## src/rtl/pwm_capture_pkg.sv

```systemverilog
// pwm_capture_pkg: shared measurement FSM encoding and default counter sizing
// so the PWM generator and its capture block agree on width.
package pwm_capture_pkg;

    typedef enum logic [1:0] {
        IDLE,
        ARMED,
        MEASURE
    } state_t;

    localparam int unsigned PWM_WIDTH   = 16;
    localparam int unsigned PWM_TIMEOUT = 'hFFFF;

endpackage

```

## src/rtl/pwm_capture_sync_edge_detect.sv

```systemverilog
// pwm_capture_sync_edge_detect: 2-flop synchronizer plus a third copy for
// rise/fall pulses; pulses come straight from flops, so no input-to-output path.
module pwm_capture_sync_edge_detect (
    input  logic clk,
    input  logic reset,
    input  logic din,
    output logic level,
    output logic rise,
    output logic fall
);

    logic [2:0] sync;

    always_ff @(posedge clk or negedge reset) begin
        if (!reset) sync <= '0;
        else        sync <= {sync[1:0], din};
    end

    assign level = sync[1];
    assign rise  = sync[1] & ~sync[2];
    assign fall  = ~sync[1] & sync[2];

endmodule

```

## src/rtl/pwm_capture.sv

```systemverilog
// pwm_capture: measures period and high time of an asynchronous PWM line in clk
// cycles, strobes each result, and flags a line with no rising edge for TIMEOUT cycles.
module pwm_capture
    import pwm_capture_pkg::*;
#(
    parameter int unsigned      WIDTH   = PWM_WIDTH,
    parameter logic [WIDTH-1:0] TIMEOUT = WIDTH'(PWM_TIMEOUT)
) (
    input  logic             clk,
    input  logic             reset,
    input  logic             enable,
    input  logic             pwmIn,
    output logic [WIDTH-1:0] period,
    output logic [WIDTH-1:0] active,
    output logic             valid,
    output logic             timeout,
    output logic             stuckHigh
);

    state_t state, state_next;
    logic level, rise, fall;
    logic start, capture, expire, measuring;
    logic [WIDTH-1:0] period_cnt, high_cnt, hold;

    pwm_capture_sync_edge_detect u_sync (
        .clk  (clk),
        .reset(reset),
        .din  (pwmIn),
        .level(level),
        .rise (rise),
        .fall (fall)
    );

    always_comb begin
        start      = enable && rise && state != IDLE;
        capture    = start && state == MEASURE;
        expire     = enable && state == MEASURE && !rise && period_cnt == TIMEOUT;
        measuring  = enable && state == MEASURE && !start && !expire;
        state_next = !enable ? IDLE : state == IDLE ? ARMED : start ? MEASURE : expire ? ARMED : state;
    end

    always_ff @(posedge clk or negedge reset) begin
        if (!reset) state <= IDLE;
        else        state <= state_next;
    end

    // hold keeps the high count seen at the falling edge; it stays 0 if no fall occurred
    always_ff @(posedge clk or negedge reset) begin
        if (!reset) begin
            period     <= '0;
            active     <= '0;
            valid      <= 1'b0;
            timeout    <= 1'b0;
            stuckHigh  <= 1'b0;
            period_cnt <= '0;
            high_cnt   <= '0;
            hold       <= '0;
        end else begin
            valid <= capture;
            if (capture) begin
                period  <= period_cnt;
                active  <= hold;
                timeout <= 1'b0;
            end
            if (!enable) begin
                timeout   <= 1'b0;
                stuckHigh <= 1'b0;
            end else if (expire) begin
                timeout   <= 1'b1;
                stuckHigh <= level;
            end
            period_cnt <= start ? WIDTH'(1) : measuring ? period_cnt + WIDTH'(1) : '0;
            high_cnt   <= start ? WIDTH'(1) : !measuring ? '0 : level ? high_cnt + WIDTH'(1) : high_cnt;
            hold       <= start ? '0 : !measuring ? '0 : fall ? high_cnt : hold;
        end
    end

endmodule

```

## config.mk

```make
export PLATFORM = sky130hd
export DESIGN_NAME = pwm_capture
export DESIGN_NICKNAME = d
export VERILOG_FILES = /design/src/rtl/pwm_capture_pkg.sv /design/src/rtl/pwm_capture_sync_edge_detect.sv /design/src/rtl/pwm_capture.sv
export SDC_FILE = /design/constraint.sdc
export NUM_CORES = 1
export LEC_CHECK = 0
export ABC_AREA = 1
export CORE_UTILIZATION = 45
export CTS_BUF_LIST = sky130_fd_sc_hd__clkbuf_4 sky130_fd_sc_hd__clkbuf_8
export DETAILED_ROUTE_END_ITERATION = 7
export GPL_TIMING_DRIVEN = 0
export MAX_ROUTING_LAYER = met4
export PLACE_DENSITY = 0.62
export SYNTH_ARGS = -nofsm -noshare
export SYNTH_HDL_FRONTEND = slang
export SYNTH_SLANG_ARGS = --single-unit
```

## constraint.sdc

```tcl
create_clock -name clk -period 1.72 [get_ports clk]
set_clock_uncertainty 0.15 [all_clocks]
set_input_delay 0.516 -clock clk [delete_from_list [all_inputs] [get_ports clk]]
set_output_delay 0.516 -clock clk [all_outputs]
set_load 0.01 [all_outputs]
```

Word-level counts from Yosys, hierarchy flattened
Cells that the tools add are included.
{ "op_classes": {"add_sub_neg": 2, "n_mul": 0, "div_mod_pow": 0, "n_lt_le_gt_ge": 0, "n_eq_ne": 7, "n_shift": 0, "n_mux": 17, "n_bitwise": 4, "reduce_logical": 13} }
{ "op_table": {"columns": ["op", "count"], "rows": [
  ["$mux 16", 8],
  ["$add 16x1->16 const B", 2],
  ["$eq 16x16->1 const B", 1],
  ["$logic_and 1x1->1", 8],
  ["$mux 2", 4],
  ["$ne 3x2->1 const B", 2],
  ["$mux 1", 5],
  ["$ne 4x1->1 const B", 1],
  ["$logic_not 1->1", 3],
  ["$ne 3x1->1 const B", 1],
  ["$and 1x1->1", 2],
  ["$eq 2x2->1 const B", 1],
  ["$logic_not 2->1", 1],
  ["$ne 2x1->1 const B", 1],
  ["$not 1->1", 2],
  ["$reduce_bool 2->1", 1]
]} }
{ "word_totals": {"register_bits": 88, "latchBits": 0, "ramBits": 0, "rom_bits": 0, "output_inout_bits": 35, "mem_count": 0} }

Depth between registers and ports, before layout
Gate-level depths: netlist of run 1.
{ "logic_depth": {"word_depth": 9, "mapped_depth": 10} }

Cells and area by module
From an unflattened synthesis of run 1, not the netlist that was laid out.
{ "unflattened": {"cells_unflattened": 492, "hier_area_um2": 4016.4} }
{ "by_module_without_submodules": {"columns": ["module", "instances", "cells_per_inst", "area_each_um2", "seq_area_each_um2"], "rows": [
  ["pwm_capture", 1, 485, 3926.3, 2127.0],
  ["pwm_capture_sync_edge_detect", 1, 7, 90.1, 75.1]
]} }

Worst setup path before layout of run 1
OpenSTA, ideal clock, no wires.
{ "synth_timing": {"kind": "reg-to-reg", "start": "register period_cnt[0]", "end": "register period_cnt[13]", "setup_ns": 0.071, "t_arrival_ns": 1.323, "required_ns": 1.499, "path_slack_ns": 0.175, "path_stages_with_launch": 10, "path_cell_list": "dfrtp_1 -> ha_1 -> nand3_1 -> inv_1 -> nand2_2 -> nor2_4 -> nor2_4 -> inv_6 -> buf_6 -> nor2_1"} }
{ "synth_between": {"elab_chain_cells": 6, "elab_cells_between_ends": 7, "classes_between": "add/sub: 1; eq/ne: 1; mux: 2; reduce/logical: 3"} }
{ "synth_rtl": {"columns": ["item", "line_no", "rtl"], "rows": [
  ["from (decl)", "pwm_capture.sv:23", "logic [WIDTH-1:0] period_cnt, high_cnt, hold;"],
  ["from (signal assigned)", "pwm_capture.sv:72", "period_cnt <= start ? WIDTH'(1) : measuring ? period_cnt + WIDTH'(1) : '0;"],
  ["parallel branches: the longest is 4 deep, another holds $add 16x1->16", null, null],
  ["$mux 16 (*) (2 in a row)", "pwm_capture.sv:72", null]
]} }
Mark *: on every way between the ends.
A chain may end at the register's enable or synchronous reset.

Worst setup path after layout of run 1
{ "layout_timing": {"start": "register period[15]", "end": "output port period[15]"} }
{ "layout_rtl": {"columns": ["item", "line_no", "rtl"], "rows": [
  ["from (decl)", "pwm_capture.sv:13", "output logic [WIDTH-1:0] period,"],
  ["from (signal assigned)", "pwm_capture.sv:61", "period <= period_cnt;"]
]} }
No word-level cell between the ends.

==> qor.log, run 1 <==
qor: worst_hold_path.hold_path_startpoint u_sync.sync[0]
qor: placed_design.placedCellCount 551
qor: logic_synthesis.synth_top_cells_by_count 88 x sky130_fd_sc_hd__dfrtp_1, 78 x sky130_fd_sc_hd__nand2_1, 69 x sky130_fd_sc_hd__nor2_1
qor: critical_path.worst_r2r_endpoint active[13]
qor: sta.maxClockFrequency 0.593 GHz
qor: power.worst_ir_drop_vdd 382 uV
qor: logic_synthesis.post-synth-top-count-cell sky130_fd_sc_hd__dfrtp_1
qor: outcome.run_status finished, final reports clean
qor: sta.report.final.slew_viol_count 0
qor: power.total_leakage_power 2.19 nW
qor: logic_synthesis.ys_warn_count 0
qor: logic_synthesis.post_synth.cell_area_avg 9.73 sq um
qor: clock_tree.worstSkewPairLatency 360 ps
qor: critical_path.worstPathCellList dlygate4sd2_1
qor: sta.timing.setup.tns 0 ps
qor: job.drv_cap 0
qor: critical_path.timing.critical_path.to_type primary output
qor: drt.antenna_left 0
qor: layout.synthToLayoutAreaGrowth 22.5%
qor: floorplanning.die_area 9180 sq um
qor: critical_path.critPathArrivalTime 1020 ps
qor: clock_tree.cts_max_path_buffers 2
qor: sta.worstMarginPinSlew 571 ps
qor: logic_synthesis.ys_async_sr_fraction 100%
qor: critical_path.critPathTopFamily flip-flops
qor: critical_path.critical_path_peak_fanout 2
qor: critical_path.reg2reg_from state[1]
qor: placed_design.hpwl 5590 um
qor: logic_synthesis.synth_enable_flop_cells 0
qor: clock_tree.tritoncts built
qor: logic_synthesis.postSynthCellCount 407
qor: critical_path.timing.setup.critical_path_class reg -> out
qor: logic_synthesis.portion_of_the_post_synthesis_area_used_by_sequential_elements 55.6%
qor: sta.hold_viol 0
qor: floorplanning.placementRows 33
qor: critical_path.critical-path-max-stage-delay 380 ps
qor: logic_synthesis.yosys.area.top_type sky130_fd_sc_hd__dfrtp_1
qor: sta.report.final.setup_viol 0
qor: drt.routed-via-count 2855
qor: critical_path.slowest_stage sky130_fd_sc_hd__dfrtp_1
qor: critical_path.critical_path.startpoint_type register
qor: logic_synthesis.synth_nets 413
qor: placed_design.place.gp.congestion 0.892
qor: global_routing.grtUsageTotal 19.8%
qor: sta.timing.max_slew.rel_slack 61.9%
qor: layout.antenna_cells 0
qor: drt.drcViolationCount 0
qor: layout.design.final.nets 471
qor: critical_path.reg2reg_depth 7
qor: clock_tree.cts_made_buffers 9
qor: clock_tree.tritoncts_num_sinks 88
qor: critical_path.critPathRequiredTime 1050 ps
qor: drt.routedWlPerCell 13.7 um
qor: logic_synthesis.yosys.cell_types.count 31
qor: worst_hold_path.worst_hold_path.endpoint u_sync.sync[1]
qor: placed_design.port_buffers 38
qor: global_routing.grt_pass1_vias 2630
qor: clock_tree.cts.htree.levels 3
qor: sta.post-route-period-util 98.1%
qor: sta.hold_ws 206 ps
qor: global_routing.grt_max_degree 51
qor: floorplanning.initial_cell_density_of_the_core 47.3%
qor: global_routing.grt_pass1_wl 13000 um
qor: clock_tree.cts.clk_slew.worst_paths 90 ps
qor: logic_synthesis.synth_area_leaders sky130_fd_sc_hd__dfrtp_1 56%, sky130_fd_sc_hd__nand2_1 7.4%, sky130_fd_sc_hd__mux2_2 7.1%
qor: drt.finalWirelength 7890 um
qor: logic_synthesis.syn_area 3960 sq um
qor: sta.post-route-min-period 1690 ps
qor: layout.final_design_area_no_fill 4850 sq um
qor: power.pwr_density_cell 791 nW/um^2
qor: critical_path.r2r_setup_slack 70 ps
qor: drt.detail_route.first_pass.iterations 4
qor: floorplanning.die-width 95.8 um
qor: layout.final_cells 575
qor: global_routing.grt.overflow.total 0
qor: floorplanning.core 8380 sq um
qor: logic_synthesis.number_of_flip_flops_and_latches_in_the_synthesized_netlist 88
qor: floorplanning.top_level_ports 39
qor: worst_hold_path.hold_class reg -> reg
qor: worst_hold_path.cell_depth_of_the_worst_min_delay_path 0
qor: layout.drive_above_1_share 18.1%
qor: placed_design.placed_area 4500 sq um
qor: logic_synthesis.synth_top_area_share 55.6%
qor: logic_synthesis.synth_ff_type sky130_fd_sc_hd__dfrtp_1
qor: drt.drt_first_iter_violations 116
qor: global_routing.number_of_antenna_violations_at_the_first_check_in_global_routing 0
qor: clock_tree.cts_root_buf sky130_fd_sc_hd__clkbuf_8
qor: drt.average_vias_per_placed_instance 4.97
qor: critical_path.critical_path_buf_inv_count 1
qor: floorplanning.vert_die_dim 95.8 um
layout by cell type, fill, tap and decap left out, types with 2 or more instances in the layout:
| master | instances |
|---|---|
| sky130_fd_sc_hd__nor2_2 | 4 |
| sky130_fd_sc_hd__buf_4 | 8 |
| sky130_fd_sc_hd__buf_6 | 3 |
| sky130_fd_sc_hd__o21ai_0 | 19 |
| sky130_fd_sc_hd__nor2_4 | 6 |
| sky130_fd_sc_hd__inv_2 | 2 |
| sky130_fd_sc_hd__clkdlybuf4s15_1 | 29 |
| sky130_fd_sc_hd__dfrtp_1 | 88 |
| sky130_fd_sc_hd__nor3_1 | 8 |
| sky130_fd_sc_hd__xor2_1 | 13 |
| sky130_fd_sc_hd__nor2_1 | 66 |
| sky130_fd_sc_hd__buf_8 | 4 |
| sky130_fd_sc_hd__nand4_1 | 2 |
| sky130_fd_sc_hd__nand2_4 | 2 |
| sky130_fd_sc_hd__buf_12 | 3 |
| sky130_fd_sc_hd__nand3_2 | 2 |
| sky130_fd_sc_hd__nand3_1 | 16 |
| sky130_fd_sc_hd__clkbuf_8 | 9 |
| sky130_fd_sc_hd__clkinv_4 | 2 |
| sky130_fd_sc_hd__dlygate4sd2_1 | 7 |
| sky130_fd_sc_hd__clkinvlp_4 | 2 |
| sky130_fd_sc_hd__mux2_2 | 25 |
| sky130_fd_sc_hd__nand2_1 | 78 |
| sky130_fd_sc_hd__mux2i_1 | 2 |
| sky130_fd_sc_hd__clkinv_2 | 2 |
| sky130_fd_sc_hd__a211oi_1 | 3 |
| sky130_fd_sc_hd__inv_1 | 38 |
| sky130_fd_sc_hd__nand2_2 | 2 |
| sky130_fd_sc_hd__a21oi_1 | 8 |
| sky130_fd_sc_hd__xnor2_1 | 2 |
metrics by stage:
stage	utilization (%)	total power, mW	setup WS (ps)
2_1_floorplan	-	2.29	175
3_3_place_gp	53.4	2.45	-3320
3_5_place_dp	53.7	2.46	-638
4_1_cts	55.8	3.85	-7.50
5_1_grt	57.9	3.99	-4.79
6_report	57.9	3.84	32.8
how the worst max path moves through the flow:
stage | startpoint | endpoint | slack [ps] | depth (start not counted)
6_report | period[15] | period[15] | 30 | 1
5_1_grt | state[1] | period[11] | -5 | 7
4_1_cts | state[0] | active[1] | -8 | 5
3_5_place_dp | enable | active[1] | -640 | 5
3_3_place_gp | reset | period[4] | -3320 | 1
2_1_floorplan | period_cnt[0] | period_cnt[13] | 180 | 9
routing by layer:
layer	track usage [%]	part of all wire, %	vias up	wire length, um
met3	3.24	3.2	10	252
li1	-	-	1412	-
met5	-	0	-	0
met4	8.58	1.8	0	139
met1	27.6	49	1377	3900
met2	28.6	46	56	3600
report_power, final:
| part | internal, mW | total, mW | leakage (nW) | switching [mW] |
|---|---|---|---|---|
| clock | 0.671 | 1.43 | 0.0952 | 0.763 |
| combinational | 0.114 | 0.263 | 0.881 | 0.149 |
| sequential | 2.12 | 2.14 | 1.21 | 0.0285 |
| total | 2.90 | 3.84 | 2.19 | 0.941 |
logic make-up (layout without fill, tap and decap cells):
| kind of cell | Yosys count | count (layout) | share of synthesized area [%] |
|---|---|---|---|
| mux | 28 | 28 | 7.90 |
| simple gates | 190 | 190 | 21.3 |
| fa+ha+maj | 2 | 2 | 0.632 |
| compound gates | 31 | 31 | 4.20 |
| buf+inv | 53 | 116 | 7.08 |
| xor+xnor | 15 | 15 | 3.32 |
| flops | 88 | 88 | 55.6 |
state kept, by name, indices dropped and copies added, names as in the netlist:
register / cells
hold: 16
timeout: 1
high_cnt: 16
period: 16
stuckHigh: 1
active: 16
valid: 1
u_sync.sync: 3
state: 2
period_cnt: 16
repair_timing:
action	4_1_cts	5_1_grt
buffers inserted	1	5
gates resized for setup	40	46
endpoints found under the setup margin	106	88
pin swaps	1	2
gates cloned	0	1
hold endpoints to repair	38	0
hold buffers	1	0
cell type report:
cell class | instances | area (sq um)
inverters | 41 | 159
fillers | 737 | 3530
plain buffers | 12 | 156
flip-flops and latches | 88 | 2200
repair buffers | 47 | 489
well taps | 105 | 131
clock buffers | 9 | 124
multi-input cells | 266 | 1520
clock inverters | 7 | 72.6
Note: power is estimated with default switching activity, not from simulation.
==> run 2, diff against run 1 <==
CORE_UTILIZATION = 59   (was 45)
PLACE_DENSITY = 0.79   (was 0.62)
==> qor.log, run 2 (synthesized netlist as in run 1, its figures left out) <==
qor: power.total_leakage_power 2.28 nW [+4.0%]
qor: floorplanning.initial_cell_density_of_the_core 61.7% [+14 points]
qor: placed_design.placedCellCount 523 [-5.1%]
qor: drt.routedWlPerCell 14.8 um [+8.3%]
qor: placed_design.preCtsSetupSlack -593 ps [+45.0 ps]
qor: sta.timing.max_slew.rel_slack 61.0% [-0.87 points]
qor: critical_path.worst_r2r_endpoint period[7]
qor: sta.hold_viol 0 [unchanged]
qor: layout.final_cells 551 [-4.2%]
qor: critical_path.critical_path_peak_fanout 10 [+8]
qor: outcome.run_status finished, violations left
qor: clock_tree.tritoncts_num_sinks 88 [unchanged]
qor: power.worst_ir_drop_vdd 477 uV [+25%]
qor: sta.maxClockFrequency 0.589 GHz [-0.55%]
qor: critical_path.critPathRequiredTime 1810 ps [+760 ps]
qor: critical_path.worstPathCellList inv_1 > nor2_4 > nand2_2 > nor2_4 > buf_12 > buf_8 > mux2_2
qor: critical_path.cp_common_cell sky130_fd_sc_hd__nor2_4
qor: global_routing.grtUsageTotal 24.7% [+4.9 points]
qor: worst_hold_path.cell_depth_of_the_worst_min_delay_path 0 [unchanged]
qor: sta.post-route-min-period 1700 ps [+9.31 ps]
qor: clock_tree.worstSkewPairLatency 350 ps [about the same]
qor: critical_path.critical_path.startpoint_type register
qor: critical_path.timing.critical_path.to_type register
qor: sta.post-route-period-util 98.6% [+0.54 points]
qor: floorplanning.core 6420 sq um [-23%]
qor: drt.antenna_left 0 [unchanged]
qor: sta.worstMarginPinSlew 584 ps [+13.1 ps]
qor: layout.antenna_cells 0 [unchanged]
qor: sta.report.final.setup_viol 0 [unchanged]
qor: drt.average_vias_per_placed_instance 5.33 [+7.4%]
qor: critical_path.critPathTopFamily simple AND/OR/NAND/NOR gates
qor: layout.final.fill_count 454 [-38%]
qor: global_routing.grt_max_degree 63 [+24%]
qor: drt.routed-via-count 2939 [+2.9%]
qor: critical_path.reg2reg_from state[1]
qor: layout.layout.cells.most_common sky130_fd_sc_hd__dfrtp_1
qor: clock_tree.cts_max_path_buffers 2 [unchanged]
qor: layout.design.final.nets 475 [+0.85%]
qor: drt.finalWirelength 8180 um [+3.7%]
qor: sta.report.final.slew_viol_count 0 [unchanged]
qor: power.report.power.total 3.80 mW [-1.2%]
qor: critical_path.timing.setup.critical_path_class reg -> reg
qor: clock_tree.tritoncts built
qor: placed_design.port_buffers 38 [unchanged]
qor: critical_path.r2r_setup_slack 20 ps [-50 ps]
qor: global_routing.grt_pass1_vias 2681 [+1.9%]
qor: worst_hold_path.hold_path_startpoint u_sync.sync[0]
qor: drt.drcViolationCount 8 [+8]
qor: critical_path.reg2reg_depth 7 [unchanged]
qor: critical_path.critPathArrivalTime 1790 ps [+770 ps]
qor: clock_tree.cts_made_buffers 9 [unchanged]
qor: floorplanning.die_area 7050 sq um [-23%]
qor: layout.drive_above_1_share 19.0% [+0.90 points]
qor: worst_hold_path.hold_class reg -> reg
qor: critical_path.critical-path-max-stage-delay 360 ps [-20 ps]
qor: floorplanning.vert_die_dim 83.9 um [-12%]
qor: floorplanning.top_level_ports 39 [unchanged]
qor: floorplanning.die-width 83.9 um [-12%]
qor: worst_hold_path.worst_hold_path.endpoint u_sync.sync[1]
qor: floorplanning.placementRows 29 [-12%]
qor: critical_path.slowest_stage sky130_fd_sc_hd__dfrtp_1
qor: outcome.failed_checks DRC
qor: layout.synthToLayoutAreaGrowth 21.6%
qor: placed_design.hpwl 5500 um [-1.5%]
qor: clock_tree.cts.htree.levels 3 [unchanged]
qor: critical_path.critical_path_buf_inv_count 3 [+2]
qor: layout.final_cell_mix 88 x sky130_fd_sc_hd__dfrtp_1, 77 x sky130_fd_sc_hd__nand2_1, 66 x sky130_fd_sc_hd__nor2_1
qor: power.pwr_density_cell 788 nW/um^2 [-0.43%]
qor: clock_tree.cts.clk_slew.worst_paths 90 ps [about the same]
qor: layout.layout.core_utilization 75.0% [+17 points]
qor: global_routing.grt.overflow.total 0 [unchanged]
qor: layout.multi_input_area 1520 sq um [+0.33%]
qor: global_routing.grt_pass1_wl 13000 um [-0.27%]
qor: layout.layout.area.seq 2200 sq um [unchanged]
qor: sta.layout_setup_ws 23.5 ps [-9.31 ps]
qor: drt.drt_first_iter_violations 263 [+130%]
qor: job.drv_cap 0 [unchanged]
qor: global_routing.number_of_antenna_violations_at_the_first_check_in_global_routing 0 [unchanged]
qor: drt.detail_route.first_pass.iterations 7 [+3]
qor: placed_design.place.gp.congestion 0.880 [-1.3%]
qor: clock_tree.cts_root_buf sky130_fd_sc_hd__clkbuf_8
## run 2: cell count changes in the layout (fill, tap and decap cells not counted), moves of 2 or more
cell,previous run,this run
sky130_fd_sc_hd__buf_2,0,2
sky130_fd_sc_hd__buf_4,8,11
sky130_fd_sc_hd__clkbuf_8,9,12
sky130_fd_sc_hd__clkdlybuf4s15_1,29,11
sky130_fd_sc_hd__clkinv_4,2,0
sky130_fd_sc_hd__dlygate4sd2_1,7,25
## run 2: repair_timing
item,in CTS,in global routing
buffers inserted,1,9
endpoints found under the hold margin,26,0
cloned,0,1
hold buffers,1,0
pin swaps,1,3
endpoints found under the setup margin,104,74
resized for setup,42,23
## run 2: cell type report
type | instances | share of cell area (%)
sequential | 88 | 45.7
clock inverter | 2 | 0.260
tap | 77 | 2.00
multi-input combinational | 266 | 31.6
clock buffer | 14 | 3.74
buffer | 12 | 3.04
inverter | 41 | 3.30
timing repair buffer | 51 | 10.3
## run 2: how the worst max path moves through the flow
stage / start / to / slack [ps] / cells past startpoint
after floorplan: period_cnt[0] / period_cnt[13] / 180 / 9
after global placement: reset / period[7] / -3100 / 1
after detailed placement: enable / active[15] / -590 / 5
after CTS: period_cnt[1] / period_cnt[1] / 9 / 9
after global routing: state[1] / active[11] / -30 / 7
final: state[1] / period[7] / 20 / 7
## run 2: stage by stage
| step | hold WS, ps | TNS (ps) | area, sq um |
|---|---|---|---|
| floorplan | 70.4 | 0 | 3960 |
| global placement | 189 | -300810 | 4440 |
| detailed placement | 196 | -30700 | 4460 |
| CTS | 214 | 0 | 4650 |
| global route | 220 | -314 | 4820 |
| finish | 217 | 0 | 4820 |
## run 2: routing by layer
| metal | GRT usage [%] | up-vias | wire length, um |
|---|---|---|---|
| li1 | - | 1415 | - |
| met1 | 34.3 | 1438 | 3790 |
| met2 | 37.1 | 71 | 3800 |
| met3 | 5.04 | 15 | 409 |
| met4 | 7.52 | 0 | 180 |
| met5 | - | - | 0 |
## run 2: where the power goes
part	total (mW)	switching, mW	internal [mW]
Sequential	2.14	0.0295	2.12
Clock	1.38	0.707	0.675
Combinational	0.269	0.154	0.115
==> run 3, diff against run 2 <==
CORE_UTILIZATION = 45   (was 59)
PLACE_DENSITY = 0.62   (was 0.79)
==> results of run 3 <==
The final DEF is identical to that of run 1; final timing and power are the same.
